File: src/rtl/sync_w2r_gray.sv
// Write-pointer synchroniser for the asynchronous FIFO read domain.
// Carries the Gray write pointer through a SYNC_STAGES-deep flop chain into
// rclk, converts it to binary and reports the per-cycle advance plus a sticky
// flag for pointer jumps larger than the FIFO depth.
//
// Ports:
//   rclk       read-domain clock
//   rrst_n     asynchronous active-low reset
//   wptr       Gray write pointer from the write domain (asynchronous)
//   rq_wptr    synchronised Gray pointer (last chain stage)
//   rq_wbin    registered binary form of rq_wptr
//   rq_wdelta  entries written since the previous cycle (mod 2**(ADDRSIZE+1))
//   rq_wchg    one-cycle pulse when rq_wbin changes
//   rq_werr    sticky: a jump larger than DEPTH was observed
module sync_w2r_gray #(
  parameter int unsigned ADDRSIZE    = 8,
  parameter int unsigned SYNC_STAGES = 2
) (
  input  logic                rclk,
  input  logic                rrst_n,
  input  logic [ADDRSIZE:0]   wptr,
  output logic [ADDRSIZE:0]   rq_wptr,
  output logic [ADDRSIZE:0]   rq_wbin,
  output logic [ADDRSIZE:0]   rq_wdelta,
  output logic                rq_wchg,
  output logic                rq_werr
);

  localparam int unsigned PW = ADDRSIZE + 1;
  localparam logic [PW-1:0] DEPTH = {1'b1, {ADDRSIZE{1'b0}}};

  // Reject chain depths outside 2..4 at elaboration.
  if (SYNC_STAGES < 2 || SYNC_STAGES > 4) begin : g_bad_stages
    $error("sync_w2r_gray: SYNC_STAGES must be in 2..4");
  end

  logic [PW-1:0] sync_q [SYNC_STAGES];
  logic [PW-1:0] wbin_q, wbin_d;
  logic [PW-1:0] wdelta_q, wdelta_d;
  logic          wchg_q, wchg_d;
  logic          werr_q, werr_d;
  logic [PW-1:0] nbin;

  // Synchroniser chain, no logic between stages.
  always_ff @(posedge rclk or negedge rrst_n) begin
    if (!rrst_n) begin
      for (int k = 0; k < int'(SYNC_STAGES); k++) sync_q[k] <= '0;
    end else begin
      sync_q[0] <= wptr;
      for (int k = 1; k < int'(SYNC_STAGES); k++) sync_q[k] <= sync_q[k-1];
    end
  end

  assign rq_wptr = sync_q[SYNC_STAGES-1];

  // Gray to binary: each binary bit is the XOR of all Gray bits at or above it.
  always_comb begin
    nbin = '0;
    for (int i = 0; i < int'(PW); i++) begin
      nbin[i] = ^(rq_wptr >> i);
    end
  end

  // Next-state for the registered binary view; subtraction wraps at pointer width.
  always_comb begin
    wbin_d   = nbin;
    wdelta_d = nbin - wbin_q;
    wchg_d   = (nbin != wbin_q);
    werr_d   = werr_q | (wdelta_d > DEPTH);
  end

  always_ff @(posedge rclk or negedge rrst_n) begin
    if (!rrst_n) begin
      wbin_q   <= '0;
      wdelta_q <= '0;
      wchg_q   <= 1'b0;
      werr_q   <= 1'b0;
    end else begin
      wbin_q   <= wbin_d;
      wdelta_q <= wdelta_d;
      wchg_q   <= wchg_d;
      werr_q   <= werr_d;
    end
  end

  assign rq_wbin   = wbin_q;
  assign rq_wdelta = wdelta_q;
  assign rq_wchg   = wchg_q;
  assign rq_werr   = werr_q;

endmodule

File: config.mk
export PLATFORM = sky130hd
export DESIGN_NAME = sync_w2r_gray
export DESIGN_NICKNAME = d
export VERILOG_FILES = /design/src/rtl/sync_w2r_gray.sv
export SDC_FILE = /design/constraint.sdc
export NUM_CORES = 1
export LEC_CHECK = 0
export CORE_MARGIN = 1.5
export CORE_UTILIZATION = 47
export DETAILED_ROUTE_END_ITERATION = 8
export PLACE_DENSITY = 0.75
export SLEW_MARGIN = 40
export SYNTH_ARGS = -nofsm -noshare
export SYNTH_HDL_FRONTEND = slang
export SYNTH_SLANG_ARGS = --single-unit
File: constraint.sdc
create_clock -name rclk -period 4.1 [get_ports rclk]
set_input_delay 0.41 -clock rclk [delete_from_list [all_inputs] [get_ports rclk]]
set_output_delay 0.41 -clock rclk [all_outputs]
set_load 0.01 [all_outputs]
==> flow_metrics.tcl <==
set metrics [dict create \
    run_status "finished, violations left" \
    violations "negative hold slack" \
    timing.critical_path.buf_inv 1 \
    synth.top_cell.area_share_pct 62.0 \
    crit_path_start_kind "flop" \
    finalNetCount 171 \
    drv_slew 0 \
    yosysWarnings 0 \
    placement.io_buffers 39 \
    yosysUniqueCellTypes 22 \
    htreeDepth 2 \
    clock_skew_ns 0.00845 \
    final.period_utilization_pct 90.2 \
    final_hold_slack_ns -0.00377 \
    post_synth_inst_count 114 \
    final_setup_violating_endpoints 0 \
    critical_path_arrival_ns 3.94 \
    synth_sequential_area_ratio_pct 62.0 \
    synth_area_um2 1530 \
    postCtsHoldBufs 0 \
    routed_wirelength_mm 2.46 \
    crit_chain "xor3_2, xor2_2, xnor2_2, xnor2_2, xor2_2, xnor2_1, ha_1, inv_1, fa_1, a21oi_1, o21bai_1, xor2_1, nor2_1, nand4b_1, o32a_1" \
    ant_nets 0 \
    kind_of_cell_adding_the_most_delay_to_the_critical_path "XOR/XNOR gates" \
    final_period_demand_of_the_worst_path_ns 3.70 \
    sequentialPowerShare_pct 37.1 \
    first_global_vias 965 \
    placed_area_um2 1910 \
    synth-seq-cells 38 \
    crit_path_start "rq_wptr[8]" \
    post_synth_main_area_contributors "sky130_fd_sc_hd__dfrtp_1 (62%), sky130_fd_sc_hd__ha_1 (5.7%), sky130_fd_sc_hd__xnor2_1 (4.6%)" \
    post_layout_nonfiller_instances 197 \
    r2r_end "rq_werr" \
    dieArea_um2 3610 \
    ctsResizeCount 0 \
    power.total_mw 1.31 \
    critical_path_required_ns 4.34 \
    routed_via_density 4.69 \
    power_leakage_nw 0.893 \
    final_util_pct 64.8 \
    critical_path.reg2reg.startpoint "rq_wptr[8]" \
    pre_cts_ws_ns 0.265 \
    path_max_fanout 5 \
    dieHeight_um 60.1 \
    final_total_negative_setup_slack_ns 0 \
    edff_count_synth 0 \
    floorplan.die.width_um 60.1 \
    globalRoute.totalOverflow 0 \
    dr.pass1.iters 4 \
    finalWorstSetupSlack_ns 0.402 \
    initial_core_util_pct 49.8 \
    grt_start_max_net_pins 39 \
    swShare_pct 33.7 \
    finish.instance_area_um2 1990 \
    slowest_cell_delay_on_critical_path_ns 0.51 \
    count_of_endpoints_failing_hold_in_the_final_timing_report 13 \
    synthArstFlopShare_pct 100 \
    timing.reg2reg.worst_path_depth 15 \
    globalRouteTotalUtil_pct 16.4 \
    dpl.hpwl_mm 1.87 \
    design.core.area_um2 3080 \
    antennaDiodeCount 0 \
    dp.cells 188 \
    grt_pass1_wl_mm 4.03 \
    cellInternalPower_uw 866 \
    share_comb_of_total_power_pct 43.9 \
    worst-slew-pin-transition_ns 0.447 \
    synth_top_area_cell "sky130_fd_sc_hd__dfrtp_1" \
    worst_hold_path_type "input port to asynchronous set/reset pin" \
    std_cell_rows 20 \
    detail_route.drc_violations 0 \
    cts-root-to-sink-buffers 2 \
    area_delta_synth_final_pct 30.0 \
    fmaxAchievable_mhz 270 \
    critical_path.slowest_cell "sky130_fd_sc_hd__xor3_2" \
    yosys_most_used_dff "sky130_fd_sc_hd__dfrtp_1" \
    cts_inserted_buffers 5 \
    tritoncts "done" \
    clock_sinks 38 \
    switching_power_of_the_nets_uw 440 \
    cts-root-buf "sky130_fd_sc_hd__clkbuf_4" \
    initial_antenna_violation_count 0 \
    ir_worst_vdd_mv 0.290 \
    slew-limit-headroom_pct 70.2 \
    route.vias.total 923 \
    i_o_pin_cnt 40 \
    final.fill_count 256 \
    timing_worst_setup_path_type "flop to flop" \
    place_congestion 0.797 \
    layout-drive-gt1-share_pct 9.80 \
    clk_latency_ns 0.35 \
    syn_nets 133 \
    critical_path.endpoint_type "flop" \
    clock_group_share_of_total_power_pct 19.0 \
    rsz0062_at_grt "false" \
    synthesis.area_per_instance_um2 13.4 \
    setup.reg_to_reg.worst_slack_ns 0.40 \
    wl_per_cell_um 12.5 \
    max_cap_viol_count 0 \
    detailedRoute.firstIterationViolations 11 \
    cts.clk_slew.worst_paths_ns 0.11 \
    power-per-cell-area_nw_per_um2 655 \
]
how the worst max path moves through the flow:
stage | end | slack, ns | cells after the start
floorplan | rq_werr | 0.56 | 15
global placement | rq_werr | 0.43 | 15
detailed placement | rq_werr | 0.26 | 15
CTS | rq_werr | 0.23 | 15
global route | rq_werr | 0.11 | 15
finish | rq_werr | 0.40 | 15
worst register-to-register path, cell delays in order (launching register included):
cell and delay, ns:
sky130_fd_sc_hd__dfrtp_1 0.44, sky130_fd_sc_hd__xor3_2 0.51, sky130_fd_sc_hd__xor2_2 0.19, sky130_fd_sc_hd__xnor2_2 0.18, sky130_fd_sc_hd__xnor2_2 0.28, sky130_fd_sc_hd__xor2_2 0.20
sky130_fd_sc_hd__xnor2_1 0.15, sky130_fd_sc_hd__ha_1 0.19, sky130_fd_sc_hd__inv_1 0.07, sky130_fd_sc_hd__fa_1 0.39, sky130_fd_sc_hd__a21oi_1 0.21, sky130_fd_sc_hd__o21bai_1 0.10
sky130_fd_sc_hd__xor2_1 0.16, sky130_fd_sc_hd__nor2_1 0.12, sky130_fd_sc_hd__nand4b_1 0.10, sky130_fd_sc_hd__o32a_1 0.29
placed cells by master (no fill, tap or decap):
master and n:
sky130_fd_sc_hd__o32a_1 1, sky130_fd_sc_hd__xnor2_1 8, sky130_fd_sc_hd__a21oi_1 7, sky130_fd_sc_hd__o21ai_0 3, sky130_fd_sc_hd__nand2_1 5, sky130_fd_sc_hd__ha_1 7
sky130_fd_sc_hd__bufinv_16 1, sky130_fd_sc_hd__inv_1 11, sky130_fd_sc_hd__a22oi_1 1, sky130_fd_sc_hd__nand3_1 2, sky130_fd_sc_hd__clkinv_2 2, sky130_fd_sc_hd__nor4_1 1
sky130_fd_sc_hd__clkdlybuf4s50_1 38, sky130_fd_sc_hd__nand4b_1 1, sky130_fd_sc_hd__xor3_2 1, sky130_fd_sc_hd__buf_4 2, sky130_fd_sc_hd__a41o_1 1, sky130_fd_sc_hd__xor2_2 2
sky130_fd_sc_hd__fa_1 1, sky130_fd_sc_hd__nor2_1 5, sky130_fd_sc_hd__xnor2_2 2, sky130_fd_sc_hd__clkbuf_4 5, sky130_fd_sc_hd__nor3_1 1, sky130_fd_sc_hd__xor2_1 6
sky130_fd_sc_hd__o21bai_1 1, sky130_fd_sc_hd__dfrtp_1 38
power by group through the flow:
stage,logic [mW],clock network [mW],registers [mW]
2_1_floorplan,0.305,0,0.529
3_3_place_gp,0.549,0,0.492
5_1_grt,0.636,0.271,0.492
3_5_place_dp,0.569,0,0.494
4_1_cts,0.572,0.255,0.487
6_report,0.573,0.248,0.484
kinds of logic after synthesis:
logic type | after synthesis | synth area share (%)
buffers and inverters | 20 | 7.10
DFF | 38 | 62.0
xor gates and xnor gates | 19 | 13.9
AOI/OAI and AO/OA | 14 | 5.55
adders and majority gates | 8 | 7.02
and+or+nand+nor | 15 | 4.41
cell type report:
cell class | count | area, µm² | area share [%]
tap | 44 | 55.1 | 2.76
inverter | 11 | 41.3 | 2.07
clock buffer | 5 | 37.5 | 1.88
clock inverter | 3 | 40.0 | 2.01
sequential | 38 | 951 | 47.7
multi-input combinational | 56 | 473 | 23.7
timing repair buffer | 40 | 395 | 19.8
flip-flops by register name, summed over array words and instances (netlist names):
signal     flops
sync_q         9
rq_wchg        1
rq_werr        1
rq_wbin        9
rq_wdelta      9
rq_wptr        9
Yosys cell counts (2+ instances only):
master and instances:
sky130_fd_sc_hd__a21oi_1 7, sky130_fd_sc_hd__buf_4 9, sky130_fd_sc_hd__dfrtp_1 38, sky130_fd_sc_hd__ha_1 7, sky130_fd_sc_hd__inv_1 11, sky130_fd_sc_hd__nand2_1 5
sky130_fd_sc_hd__nand3_1 2, sky130_fd_sc_hd__nor2_1 5, sky130_fd_sc_hd__o21ai_0 3, sky130_fd_sc_hd__xnor2_1 8, sky130_fd_sc_hd__xnor2_2 2, sky130_fd_sc_hd__xor2_1 6
sky130_fd_sc_hd__xor2_2 2
timing repair:
| item | CTS | global route |
|---|---|---|
| hold endpoints to repair | 0 | 0 |
| setup buffers | 0 | 1 |
| setup endpoints to repair | 0 | 1 |
metal layers:
layer	GRT usage (%)	wire, µm	vias to the layer above
li1	-	-	437
met1	16.6	913	442
met2	28.6	1340	39
met3	5.19	162	5
met4	11.1	41	0
met5	0	0	-
(Power assumes the default switching activity.)
